--- src/rtl/arb_req_queue.sv ---
// Request-side front end for the three-way Arbiter: per-client FIFOs drive the requests,
// and the granted client's head word goes out on one registered, source-tagged output bus.
module arb_req_queue #(
   parameter int DATA_W = 8,
   parameter int ADDR_W = 2
) (
   input  logic              clk,
   input  logic              res,
   input  logic              wr_en0,
   input  logic              wr_en1,
   input  logic              wr_en2,
   input  logic [DATA_W-1:0] wr_data0,
   input  logic [DATA_W-1:0] wr_data1,
   input  logic [DATA_W-1:0] wr_data2,
   output logic              full0,
   output logic              full1,
   output logic              full2,
   output logic [ADDR_W:0]   level0,
   output logic [ADDR_W:0]   level1,
   output logic [ADDR_W:0]   level2,
   output logic              ovf0,
   output logic              ovf1,
   output logic              ovf2,
   output logic              req0,
   output logic              req1,
   output logic              req2,
   input  logic              grant0,
   input  logic              grant1,
   input  logic              grant2,
   output logic              out_valid,
   output logic [DATA_W-1:0] out_data,
   output logic [1:0]        out_src,
   output logic              gnt_err
);
   localparam int NCLI = 3;
   localparam int DEPTH = 2 ** ADDR_W;
   localparam logic [ADDR_W:0] FULL_CNT = (ADDR_W + 1)'(DEPTH);

   logic [NCLI-1:0]   wr_en_v, grant_v, full_v, ovf_v, push_v, pop_v;
   logic [DATA_W-1:0] wr_data_v [NCLI];
   logic [DATA_W-1:0] head_v    [NCLI];
   logic [ADDR_W:0]   count_v   [NCLI];

   assign wr_en_v      = {wr_en2, wr_en1, wr_en0};
   assign grant_v      = {grant2, grant1, grant0};
   assign wr_data_v[0] = wr_data0;
   assign wr_data_v[1] = wr_data1;
   assign wr_data_v[2] = wr_data2;

   genvar gi;
   generate
      for (gi = 0; gi < NCLI; gi++) begin : g_fifo
         logic [DATA_W-1:0] mem_q [DEPTH];
         logic [ADDR_W-1:0] wptr_q, rptr_q;
         logic [ADDR_W:0]   count_q, count_d;
         logic              ovf_q;

         // A push is judged against the pre-edge count, so a same-cycle pop never frees room for it.
         assign full_v[gi]  = (count_q == FULL_CNT);
         assign push_v[gi]  = wr_en_v[gi] && !full_v[gi];
         assign head_v[gi]  = mem_q[rptr_q];
         assign count_v[gi] = count_q;
         assign ovf_v[gi]   = ovf_q;

         always_comb begin
            count_d = count_q;
            if (push_v[gi] && !pop_v[gi]) begin
               count_d = count_q + 1'b1;
            end else if (pop_v[gi] && !push_v[gi]) begin
               count_d = count_q - 1'b1;
            end
         end

         always_ff @(posedge clk or posedge res) begin
            if (res) begin
               wptr_q  <= '0;
               rptr_q  <= '0;
               count_q <= '0;
               ovf_q   <= 1'b0;
            end else begin
               if (push_v[gi]) wptr_q <= wptr_q + 1'b1;
               if (pop_v[gi])  rptr_q <= rptr_q + 1'b1;
               count_q <= count_d;
               if (wr_en_v[gi] && full_v[gi]) ovf_q <= 1'b1;
            end
         end

         // Storage needs no reset: contents are only reachable through the reset pointers.
         always_ff @(posedge clk) begin
            if (push_v[gi]) mem_q[wptr_q] <= wr_data_v[gi];
         end
      end
   endgenerate

   logic              pop_found;
   logic [1:0]        sel_idx;
   logic              out_valid_q, out_valid_d;
   logic [DATA_W-1:0] out_data_q, out_data_d;
   logic [1:0]        out_src_q, out_src_d;
   logic              gnt_err_q, gnt_err_d;

   // Lowest-index granted non-empty FIFO wins; grants to empty FIFOs are stale and ignored.
   always_comb begin
      pop_v     = '0;
      pop_found = 1'b0;
      sel_idx   = '0;
      for (int i = 0; i < NCLI; i++) begin
         if (!pop_found && grant_v[i] && (count_v[i] != '0)) begin
            pop_v[i]  = 1'b1;
            pop_found = 1'b1;
            sel_idx   = 2'(i);
         end
      end
   end

   always_comb begin
      out_valid_d = pop_found;
      out_data_d  = out_data_q;
      out_src_d   = out_src_q;
      gnt_err_d   = gnt_err_q | ((grant_v & (grant_v - 1'b1)) != '0);
      if (pop_found) begin
         out_data_d = head_v[sel_idx];
         out_src_d  = sel_idx;
      end
   end

   always_ff @(posedge clk or posedge res) begin
      if (res) begin
         out_valid_q <= 1'b0;
         out_data_q  <= '0;
         out_src_q   <= '0;
         gnt_err_q   <= 1'b0;
      end else begin
         out_valid_q <= out_valid_d;
         out_data_q  <= out_data_d;
         out_src_q   <= out_src_d;
         gnt_err_q   <= gnt_err_d;
      end
   end

   assign full0     = full_v[0];
   assign full1     = full_v[1];
   assign full2     = full_v[2];
   assign level0    = count_v[0];
   assign level1    = count_v[1];
   assign level2    = count_v[2];
   assign ovf0      = ovf_v[0];
   assign ovf1      = ovf_v[1];
   assign ovf2      = ovf_v[2];
   assign req0      = (count_v[0] != '0);
   assign req1      = (count_v[1] != '0);
   assign req2      = (count_v[2] != '0);
   assign out_valid = out_valid_q;
   assign out_data  = out_data_q;
   assign out_src   = out_src_q;
   assign gnt_err   = gnt_err_q;
endmodule
--- config.mk ---
export PLATFORM = sky130hd
export DESIGN_NAME = arb_req_queue
export DESIGN_NICKNAME = d
export VERILOG_FILES = /design/src/rtl/arb_req_queue.sv
export SDC_FILE = /design/constraint.sdc
export NUM_CORES = 1
export LEC_CHECK = 0
export ABC_AREA = 1
export BUFFER_PORTS_ARGS = -buffer_cell sky130_fd_sc_hd__buf_2
export CORE_MARGIN = 3
export CORE_UTILIZATION = 50
export DETAILED_ROUTE_END_ITERATION = 8
export PLACE_DENSITY = 0.66
export RECOVER_POWER = 100
export SLEW_MARGIN = 5
export SYNTH_ARGS = -nofsm -noshare
export SYNTH_HDL_FRONTEND = slang
export SYNTH_SLANG_ARGS = --single-unit
--- constraint.sdc ---
create_clock -name clk -period 5 [get_ports clk]
set_input_delay 0.5 -clock clk [delete_from_list [all_inputs] [get_ports clk]]
set_output_delay 0.5 -clock clk [all_outputs]
set_load 0.005 [all_outputs]
; Yosys cells after proc, flatten, opt, wreduce, memory -nomap -nowiden
; Memories as Yosys holds them, arrays and structs flattened.
; Index checks and enable logic that the tools add are counted.
[totals]
memories = 3
ramBits = 96
in_bits = 32
elab_cells = 95
regBits = 36
[op_classes]
bitwise = 3
n_mux = 22
reduce_logical = 34
magnitude_cmp = 1
addsub = 13
n_eq_ne = 3
[mem_list]
columns = memory, words, width, read_ports, rd_ports_with_merged_regs, wr, line
row1 = g_fifo[0].mem_q, 4, 8, 1, 0, 1, 53  ; logic [DATA_W-1:0] mem_q [DEPTH];
row2 = g_fifo[1].mem_q, 4, 8, 1, 0, 1, 53
row3 = g_fifo[2].mem_q, 4, 8, 1, 0, 1, 53
[ops]
columns = cell, n
row1 = 3-bit two-way mux, 6
row2 = 1-bit logical AND, 17
row3 = 8-bit binary-select mux with 2-bit select, 1
row4 = 8-bit two-way mux, 2
row5 = 2-bit by 1-bit adder with 2-bit output (second input constant), 6
row6 = 1-bit two-way mux, 12
row7 = 3-bit nonzero test, 4
row8 = 3-bit by 1-bit subtractor with 3-bit output (second input constant), 4
row9 = 1-bit logical NOT, 10
row10 = 3-bit by 1-bit adder with 3-bit output (second input constant), 3
row11 = 3-bit equality test (second input constant), 3
row12 = 2-bit nonzero test, 3
row13 = 3-bit bitwise AND, 1
row14 = 3-bit greater-or-equal comparator (second input constant), 1
row15 = 2-bit NOT with 3-bit output, 1
row16 = 2-bit two-way mux, 1
row17 = 1-bit bitwise OR, 1

; Longest topological paths before layout
; Gate-level depths: netlist of run 1.
[logic_depth]
ltp_word = 15
ltp_mapped = 12

; Least setup slack after synthesis of run 1
; OpenSTA, ideal clock, no wires.
[synth_path]
kind = reg-to-reg
from = reg g_fifo[0].count_q[0], in the netlist level0[0]
to = reg g_fifo[1].count_q[2], in the netlist level1[2]
t_arrival_ns = 1.959
period_less_slack_ns = 2.090
slack_ns = 2.910
n_path_buf = 1
stages_incl_launch_ff = 12
path_cell_list = dfrtp_1 > nor2_4 > a21boi_4 > nor2_4 > buf_6 > inv_1 > ha_1 > inv_1 > fa_1 > a21oi_1 > o21ai_0 > xor2_1
[synth_via]
elab_chain_len = 10
elab_cells_between_ends = 12
cone_classes = mux: 3 / reduce/logical: 9
[synth_rtl]
columns = element, line
row1 = from (decl), 55  ; logic [ADDR_W:0] count_q, count_d;
row2 = from (signal assigned), 83  ; count_q <= count_d;
row3 = 3-bit nonzero test (*), 108  ; if (!pop_found && grant_v[i] && (count_v[i] != '0)) begin
row4 = 1-bit logical AND (*), 108
row5 = 1-bit two-way mux (*), 108
row6 = 1-bit logical NOT (*), 108
row7 = 1-bit logical AND (*) (2 in series), 108
row8 = 1-bit two-way mux (*), 108
row9 = 1-bit logical NOT, 67  ; if (push_v[gi] && !pop_v[gi]) begin
row10 = 1-bit logical AND, 67
row11 = 3-bit two-way mux or 2-bit nonzero test (tied branches), n/a
row12 = to (signal assigned), 83
row13 = to (decl), 55
; Mark *: on every way between the ends. The rest lies on a longest branch, timed or not.
; A chain may end at the register's enable or synchronous reset.

; Worst setup path after layout of run 1
[layout_path]
from = reg g_fifo[0].count_q[0], in the netlist level0[0]
to = reg g_fifo[1].count_q[1], in the netlist level1[1]
[layout_via]
elab_chain_len = 10
elab_cells_between_ends = 12
cone_classes = mux: 3 / reduce/logical: 9
[layout_rtl]
columns = element, line
row1 = 3-bit nonzero test, 108
row2 = 1-bit logical AND, 108
row3 = 1-bit two-way mux, 108
row4 = 1-bit logical NOT, 108
row5 = 1-bit logical AND (2 in series), 108
row6 = 1-bit two-way mux, 108
row7 = 1-bit logical NOT, 67
row8 = 1-bit logical AND, 67
row9 = 3-bit two-way mux, 67
row10 = named net g_fifo[1].count_d[1], 55
; The timed path passes the listed nets, and every way through them passes these cells.

==> flow_summary.json, run 1 <==
{
  "status": "finished, violations left",
  "violations": "capacitance limit, slew limit",
  "vias_per_cell": 4.90,
  "synth_seq_cells": 132,
  "dieArea_um2": 13100,
  "syn_inst": 556,
  "tns_ns": 0,
  "crit_type": "reg2reg",
  "syn_to_final_growth_pct": 15.8,
  "rr_worst_depth": 8,
  "switching_power_mw": 1.47,
  "grt_remaining_overflow": 0,
  "grt_pass1_vias": 3944,
  "firstDrtPassIters": 4,
  "drt_iter0_markers": 232,
  "combPwrFrac_pct": 28.5,
  "synth_top_family_by_area": "simple AND/OR/NAND/NOR gates",
  "ios": 62,
  "worst_hold_slack_ns": 0.348,
  "leakagePower_nw": 3.02,
  "synthMuxAreaShare_pct": 0.573,
  "drt_drc_violations_left": 0,
  "hold_violations": 0,
  "nets": 673,
  "final_common_cell": "nand2_1",
  "ir_worst_vdd_v": 0.000317,
  "final_antenna_net_count": 0,
  "cts_setup_buffers": 0,
  "cts-root-buf": "clkbuf_16",
  "grt_pass1_wl_mm": 18.9,
  "grt_setup_unrepaired": "false",
  "cts_tree": "yes",
  "maxCapViolCount": 1,
  "grt_max_degree": 37,
  "min_from": "wr_data2[6]",
  "cts.sinks": 132,
  "fin_skew_ns": 0.00845,
  "start_util_pct": 51.4,
  "port_buffers": 61,
  "avgSynthCellArea_um2": 10.6,
  "slew_viol_final": 37,
  "reg2reg_to": "level1[1]$_DFFE_PP0P_",
  "cts_resized": 0,
  "avgRoutedWirePerCell_um": 14.6,
  "fin_crit_sh_pct": 64.5,
  "sw_frac_of_total_pct": 34.2,
  "layout-drive-gt1-share_pct": 10.7,
  "ctsHoldBuffers": 0,
  "min_path_type": "in2reg",
  "cp.required_ns": 5.29,
  "max_freq_ghz": 0.310,
  "holdPathEnd": "g_fifo[2].mem_q[1][6]$_DFFE_PP_",
  "syn_nets": 606,
  "tightest_slew_ns": 2.10,
  "synth_ff_type": "edfxtp_1",
  "synth_warnings": 0,
  "seq_area_frac_synth_pct": 64.2,
  "power_frac_seq_pct": 40.2,
  "cp.buffers_inverters": 2,
  "row_count": 39,
  "crit_chain": "nor2_1 > a21boi_0 > nor2_1 > inv_1 > ha_1 > inv_1 > fa_1 > mux2_2",
  "gp_congestion": 0.816,
  "layout_common_cells": "nand2_1, edfxtp_1, inv_1",
  "fin_crit_ns": 3.22,
  "p_per_area_nw_per_um2": 630,
  "grt_use_total_pct": 19.0,
  "final-setup-viol-count": 0,
  "dpl.hpwl_mm": 7.76,
  "min_path_cells": 1,
  "synth-compound-area-share_pct": 1.99,
  "synth_fa_ha_area_share_pct": 4.20,
  "yosysUniqueCellTypes": 30,
  "antenna_found_initial": 0,
  "yosys.area_share.simple_pct": 20.1,
  "p_total_mw": 4.30,
  "clk_latency_ns": 0.41,
  "r2r_slack_ns": 1.78,
  "cts_buffer_depth": 2,
  "die_x_um": 115,
  "htree_levels": 4,
  "die_h_um": 115,
  "antenna_cells": 0,
  "cts_made_buffers": 17,
  "coreArea_um2": 11500,
  "via_count": 3820,
  "p_clk_share_pct": 31.3,
  "r2r_start": "level0[0]$_DFFE_PP0P_",
  "ys_async_sr_fraction_pct": 27.3,
  "n_fill_cell": 939,
  "cpPeakStageDelay_ns": 0.70,
  "synth_xor_area_share_pct": 1.78,
  "synth-edff-count": 96,
  "netlist_area_um2": 5900,
  "cts.clk_slew.worst_paths_ns": 0.06,
  "max_slew_margin_pct": -39.9,
  "worstPathArrival_ns": 3.52,
  "cp-start-kind": "flop",
  "cp_slowest_cell": "nor2_1",
  "crit_path_end_kind": "flop",
  "cp_max_fo": 12,
  "internal_power_mw": 2.83,
  "wirelength_mm": 11.3,
  "crit_family": "simple AND/OR/NAND/NOR gates"
}
-- how the worst max path moves through the flow --
| stage | startpoint | endpoint | slack, ns | cells past startpoint |
|---|---|---|---|---|
| 2_1_floorplan | level0[0]$_DFFE_PP0P_ | level1[2]$_DFFE_PP0P_ | 2.91 | 11 |
| 3_5_place_dp | grant0 | level1[2]$_DFFE_PP0P_ | 2.64 | 10 |
| 5_1_grt | level0[0]$_DFFE_PP0P_ | level1[1]$_DFFE_PP0P_ | 1.52 | 8 |
| 4_1_cts | level0[0]$_DFFE_PP0P_ | level1[1]$_DFFE_PP0P_ | 2.69 | 8 |
| 3_3_place_gp | grant0 | level1[2]$_DFFE_PP0P_ | 2.69 | 10 |
| 6_report | level0[0]$_DFFE_PP0P_ | level1[1]$_DFFE_PP0P_ | 1.78 | 8 |
-- flip-flops by register name, indices dropped and copies added (netlist names) --
| name | count |
|---|---|
| level1 | 3 |
| ovf1 | 1 |
| out_data | 8 |
| gnt_err | 1 |
| g_fifo.wptr_q | 6 |
| g_fifo.mem_q | 96 |
| out_valid | 1 |
| ovf2 | 1 |
| g_fifo.rptr_q | 6 |
| level0 | 3 |
| ovf0 | 1 |
| out_src | 2 |
| level2 | 3 |
-- cells by family (layout without fill, tap and decap cells) --
kind of cell | Yosys count | after routing
compound gates | 17 | 17
xor+xnor | 12 | 12
fa+ha+maj | 18 | 18
buf+inv | 102 | 182
flops | 132 | 132
mux | 3 | 3
simple gates | 272 | 272
-- metrics by stage --
step | cells | util, % | instance area [µm²] | worst slack [ns]
CTS | 779 | 60.6 | 6950 | 2.69
global placement | 747 | 54.9 | 6300 | 2.69
floorplan | 556 | - | 5900 | 2.91
global route | 779 | 59.5 | 6830 | 1.52
finish | 779 | 59.5 | 6830 | 1.78
detailed placement | 747 | 54.9 | 6300 | 2.64
-- routing by layer --
layer | vias up | track usage, % | wire (µm)
met1 | 1822 | 23.0 | 4890
met3 | 13 | 5.60 | 517
met4 | 0 | 8.00 | 159
met2 | 68 | 31.6 | 5780
met5 | - | 0 | 0
li1 | 1917 | - | -
-- cell usage after synthesis (3+ instances only) --
master,n,area [µm²]
nand2_1,161,604
edfxtp_1,96,2880
inv_1,83,312
nand3_1,57,285
dfrtp_1,36,901
nor2_1,35,131
ha_1,15,188
buf_2,10,50.1
xor2_1,9,78.8
nor2_2,8,50.1
o21ai_0,7,35.0
a21oi_1,3,15.0
a31o_2,3,26.3
buf_6,3,33.8
fa_1,3,60.1
inv_2,3,11.3
mux2_2,3,33.8
nand2_4,3,33.8
nor2_4,3,33.8
xnor2_1,3,26.3
-- power groups by stage --
stage          combinational, mW  clock, mW  sequential [mW]
6_report                    1.23       1.35             1.73
2_1_floorplan              0.995          0             1.64
4_1_cts                     1.29       1.36             1.74
3_3_place_gp                1.24          0             1.75
3_5_place_dp                1.27          0             1.76
5_1_grt                     1.43       1.42             1.77
-- layout make-up --
cell class / count / area, µm² / share of cell area (%)
clock buffer: 20 / 447 / 6.54
clock inverter: 12 / 203 / 2.97
inverter: 88 / 330 / 4.84
multi-input combinational: 322 / 1630 / 23.8
sequential: 132 / 3780 / 55.4
tap: 143 / 179 / 2.62
timing repair buffer: 62 / 259 / 3.79
Power figures use the tool's default switching activity.
==> run 2: changes to the inputs <==
PLACE_DENSITY = 0.68   (was 0.66)
clock period = 2.8 ns   (was 5 ns; I/O delays follow)
==> run 2 against run 1 <==
Against the previous run:
- the run now ends clean
- global-route usage decreased by 0.25 points
- worst hold slack got worse by 0.22 ns
- critical endpoint is now level2[1]$_DFFE_PP0P_
- clock skew decreased by 0.0016 ns
- sequential cell count unchanged
- largest cell class unchanged
- routed wire length increased by 0.57%
- die area unchanged
- first-iteration DRC count increased by 9.1%
- final cell count increased by 0.39%
- non-clock buffer count increased by 3
- register-to-register slack got worse by 1.3 ns
- combinational power increased by 88%
- clock power increased by 46%
- critical path type unchanged
==> flow_summary.json, run 2 (same netlist as run 1, synthesis figures left out) <==
{
  "fin_crit_sh_pct": 82.8,
  "crit_type": "reg2reg",
  "met2RoutedLength_mm": 5.87,
  "max_slew_margin_pct": 35.7,
  "crit_chain": "nor2_1 > a21oi_1 > nand3_4 > ha_1 > inv_1 > fa_1 > mux2_2",
  "final_antenna_net_count": 0,
  "tightest_slew_ns": 0.964,
  "max_freq_ghz": 0.431,
  "die_h_um": 115,
  "port_buffers": 61,
  "grt_setup_unrepaired": "false",
  "n_fill_cell": 963,
  "dpl.hpwl_mm": 7.75,
  "htree_levels": 4,
  "fin_crit_ns": 2.32,
  "slew_viol_final": 0,
  "largest_reg_flops": 96,
  "cts_tree": "yes",
  "final_cell_count_no_fill": 782,
  "worstPathArrival_ns": 2.61,
  "cts_made_buffers": 17,
  "grt_pass1_wl_mm": 18.7,
  "status": "finished clean",
  "dp.cells": 749,
  "cp_max_fo": 12,
  "ios": 62,
  "gp_congestion": 0.831,
  "grt_max_degree": 37,
  "firstDrtPassIters": 5,
  "grt_pass1_vias": 3921,
  "cpPeakStageDelay_ns": 0.44,
  "p_per_area_nw_per_um2": 1080,
  "met1_length_mm": 4.82,
  "coreArea_um2": 11500,
  "leakagePower_nw": 2.97,
  "cts_setup_buffers": 0,
  "drt_iter0_markers": 253,
  "cp.required_ns": 3.09,
  "wirelength_mm": 11.4,
  "crit_path_end_kind": "flop",
  "top_layer": "met4",
  "avgRoutedWirePerCell_um": 14.6,
  "syn_to_final_growth_pct": 14.8,
  "antenna_cells": 0,
  "layout-drive-gt1-share_pct": 11.7,
  "grt_remaining_overflow": 0,
  "row_count": 39,
  "cts.sinks": 132,
  "layout_common_cells": "nand2_1, edfxtp_1, inv_1",
  "nets": 676,
  "via_count": 3863,
  "final-setup-viol-count": 0,
  "cp_slowest_cell": "dfrtp_1",
  "cts_buffer_depth": 2,
  "route.met3.wl_um": 547,
  "grt_use_total_pct": 18.7,
  "cts-root-buf": "clkbuf_16",
  "dieArea_um2": 13100,
  "maxCapViolCount": 0,
  "cp-start-kind": "flop",
  "min_path_type": "in2reg",
  "drt_drc_violations_left": 0,
  "clk_latency_ns": 0.41,
  "vias_per_cell": 4.94,
  "regMostFlops": "g_fifo.mem_q",
  "cts_resized": 0,
  "start_util_pct": 51.4,
  "fin_skew_ns": 0.00688,
  "die_x_um": 115,
  "hold_violations": 0,
  "ir_worst_vdd_v": 0.000554,
  "final_common_cell": "nand2_1",
  "cts.clk_slew.worst_paths_ns": 0.06,
  "tns_ns": 0,
  "antenna_found_initial": 0
}
[run 2: cell count changes in the layout (fill, tap and decap cells not counted), moves of 2 or more]
cell        before  now
clkinvlp_4       0    6
bufinv_16        5    0
clkinv_2         1    4
clkinv_4         4    2
inv_6            1    3
nor2_1          39   37
nor2_4           1    3
[run 2: stage by stage]
step / area (µm²) / util [%] / power, mW / hold WS [ns] / worst slack, ns
floorplan: 5900 / - / 4.70 / 0.379 / 0.710
global placement: 6310 / 55.0 / 5.37 / 0.415 / 0.605
detailed placement: 6310 / 55.0 / 5.46 / 0.421 / 0.522
CTS: 6860 / 59.8 / 7.45 / 0.0628 / 0.508
global route: 6770 / 59.0 / 7.83 / 0.124 / 0.258
finish: 6770 / 59.0 / 7.30 / 0.124 / 0.481
[run 2: path summary, 6_finish.rpt]
check                                       from                               to  slack [ns]  cells past startpoint
max                        level2[0]$_DFFE_PP0P_            level2[1]$_DFFE_PP0P_        0.48                      7
min                                  wr_data0[7]  g_fifo[0].mem_q[2][7]$_DFFE_PP_        0.12                      1
max reg2reg                level2[0]$_DFFE_PP0P_            level2[1]$_DFFE_PP0P_        0.48                      7
min reg2reg                     ovf1$_DFFE_PP0P_                 ovf1$_DFFE_PP0P_        0.46                      1
max in group asynchronous                    res          out_data[0]$_DFFE_PP0P_        1.49                      4
min in group asynchronous                    res                 ovf0$_DFFE_PP0P_        0.70                      4
[run 2: repair_timing]
action | CTS | global route
setup endpoints to repair | 0 | 0
hold buffers | 1 | 0
hold endpoints to repair | 36 | 0
[run 2: final cells by class]
cell class / instances / area (µm²) / area share, %
clock buffers: 17 / 425 / 6.29
clock inverters: 15 / 109 / 1.61
inverters: 88 / 330 / 4.88
multi-input cells: 322 / 1660 / 24.5
flip-flops and latches: 132 / 3780 / 55.9
well taps: 143 / 179 / 2.64
repair buffers: 65 / 280 / 4.14
[run 2: worst max-delay path: cells and delay by family (launching register included)]
family          cells  cell delay (ns)
buf+inv             1             0.10
compound gates      1             0.32
flops               1             0.44
fa+ha+maj           2             0.68
mux                 1             0.27
simple gates        2             0.39
[run 2: layer usage]
metal	up-vias	global-route usage (%)
li1	1921	-
met5	-	0
met1	1851	22.5
met3	16	4.86
met2	75	31.5
met4	0	8.71
[run 2: power breakdown]
part	leakage, nW	total (mW)	switching [mW]	internal, mW
logic	1.43	2.31	1.50	0.801
registers	1.29	3.02	0.356	2.67
clock network	0.248	1.97	0.843	1.13
total	2.97	7.30	2.70	4.60
==> run 3: changes to the inputs <==
clock period = 2 ns   (was 2.8 ns; I/O delays follow)
==> run 3 against run 2 <==
Against the previous run:
- total power grew 49%
- fmax grew 19%
- register-to-register slack lost 0.44 ns
- sequential cell count is the same
- sequential share of layout area shrank 3.2 points
- highest routed layer unchanged
- routed wire length shrank 0.21%
==> flow_summary.json, run 3 (same netlist as run 1, synthesis figures left out) <==
{
  "die_h_um": 115,
  "pre_cts_ws_ns": 0.0433,
  "p_per_area_nw_per_um2": 1520,
  "grt_use_total_pct": 18.7,
  "port_buffers": 61,
  "cts.sinks": 132,
  "path_common_cell": "nor2_4",
  "ir_worst_vdd_v": 0.000717,
  "drt_iter0_markers": 253,
  "final_common_cell": "nand2_1",
  "fin_crit_sh_pct": 97.8,
  "worst_hold_slack_ns": 0.0621,
  "cts_made_buffers": 17,
  "final_antenna_net_count": 0,
  "cp_slowest_cell": "dfrtp_2",
  "tns_ns": 0,
  "htree_levels": 4,
  "cp.buffers_inverters": 2,
  "status": "finished clean",
  "nets": 705,
  "coreArea_um2": 11500,
  "power_frac_seq_pct": 38.0,
  "cts-root-buf": "clkbuf_16",
  "dieArea_um2": 13100,
  "cp.required_ns": 2.29,
  "cts.clk_slew.worst_paths_ns": 0.06,
  "grt_max_degree": 37,
  "drt_drc_violations_left": 0,
  "postPlaceCellArea_um2": 6470,
  "fin_area_um2": 7190,
  "switching_power_mw": 3.80,
  "crit_type": "reg2reg",
  "row_count": 39,
  "layout-drive-gt1-share_pct": 19.3,
  "fin_crit_ns": 1.96,
  "avgRoutedWirePerCell_um": 14.1,
  "min_path_type": "in2reg",
  "leakagePower_nw": 3.18,
  "maxCapViolCount": 0,
  "grt_remaining_overflow": 0,
  "antenna_found_initial": 0,
  "n_fill_cell": 927,
  "cp_max_fo": 4,
  "crit_path_end_kind": "flop",
  "crit_chain": "nor2_4 > a21boi_4 > nor2_4 > inv_4 > ha_4 > inv_2 > fa_2 > mux2_4",
  "layout_common_cells": "nand2_1, edfxtp_1, inv_1",
  "cp-start-kind": "flop",
  "max_slew_margin_pct": 36.2,
  "clk_latency_ns": 0.41,
  "worstPathArrival_ns": 2.24,
  "slew_viol_final": 0,
  "via_count": 3978,
  "grt_pass1_wl_mm": 18.6,
  "largest_reg_flops": 96,
  "vias_per_cell": 4.91,
  "hold_violations": 0,
  "sw_frac_of_total_pct": 34.9,
  "die_x_um": 115,
  "grt_pass1_vias": 3961,
  "grt_setup_unrepaired": "true",
  "p_total_mw": 10.9,
  "p_clk_share_pct": 28.0,
  "combPwrFrac_pct": 34.0,
  "cts_setup_buffers": 0,
  "cpPeakStageDelay_ns": 0.42,
  "final_cell_count_no_fill": 810,
  "fin_skew_ns": 0.0213,
  "internal_power_mw": 7.10,
  "final-setup-viol-count": 0,
  "ios": 62,
  "crit_family": "adder cells",
  "antenna_cells": 0,
  "gp_congestion": 0.770,
  "regMostFlops": "g_fifo.mem_q",
  "dp.cells": 766,
  "final_util_pct": 62.7,
  "start_util_pct": 51.4,
  "max_freq_ghz": 0.511,
  "tightest_slew_ns": 0.957,
  "syn_to_final_growth_pct": 21.9,
  "cts_tree": "yes",
  "wirelength_mm": 11.4,
  "cts_buffer_depth": 2,
  "firstDrtPassIters": 6,
  "dpl.hpwl_mm": 7.73,
  "worst_slack_ns": 0.0436
}
-- run 3: cell count changes in the layout (fill, tap and decap cells not counted), sizes merged --
cell         delta
clkbuf         -18
dlygate4sd3    +12
inv             -2
clkinvlp        -2
bufinv          +3
buf            +35
-- run 3: worst paths after layout --
path                                        from                    end  slack (ns)  depth (start not counted)
setup / recovery           level0[0]$_DFFE_PP0P_  level1[1]$_DFFE_PP0P_        0.04                          8
hold / removal                            wr_en2       ovf2$_DFFE_PP0P_        0.06                          2
max in group asynchronous                    res  level2[1]$_DFFE_PP0P_        0.73                          4
min in group asynchronous                    res  level0[1]$_DFFE_PP0P_        0.62                          4
setup reg to reg           level0[0]$_DFFE_PP0P_  level1[1]$_DFFE_PP0P_        0.04                          8
hold reg to reg                 ovf1$_DFFE_PP0P_       ovf1$_DFFE_PP0P_        0.47                          1
-- run 3: area by class of cell --
| cell class | instances | area, µm² | share of cell area, % |
|---|---|---|---|
| sequential | 132 | 3790 | 52.7 |
| multi-input combinational | 322 | 1750 | 24.3 |
| timing repair buffer | 94 | 553 | 7.69 |
| clock buffer | 17 | 425 | 5.92 |
| inverter | 88 | 333 | 4.63 |
| tap | 143 | 179 | 2.49 |
| clock inverter | 14 | 163 | 2.26 |
-- run 3: what timing repair did --
item,CTS,global route
setup endpoints to repair,0,6
hold buffers,13,0
resized for setup,0,10
endpoints found under the hold margin,82,0
-- run 3: power by group through the flow --
stage	Combinational, mW	Clock [mW]	Sequential, mW
after floorplan	2.55	0	4.10
after global routing	4.25	3.24	4.22
final	3.71	3.05	4.14
after CTS	3.74	3.10	4.12
after global placement	3.58	0	4.15
after detailed placement	3.68	0	4.17
-- run 3: layer usage --
metal / vias up / GRT usage (%) / share of wire [%]
li1: 1972 / - / -
met1: 1902 / 22.6 / 43
met2: 88 / 31.2 / 51
met3: 16 / 4.76 / 3.9
met4: 0 / 9.26 / 1.9
met5: - / 0 / 0
-- run 3: worst register-to-register path, stage by stage (launching register included) --
cell and delay [ns]:
dfrtp_2 0.42, nor2_4 0.22, a21boi_4 0.10, nor2_4 0.14, inv_4 0.05, ha_4 0.15, inv_2 0.06, fa_2 0.42
mux2_4 0.27
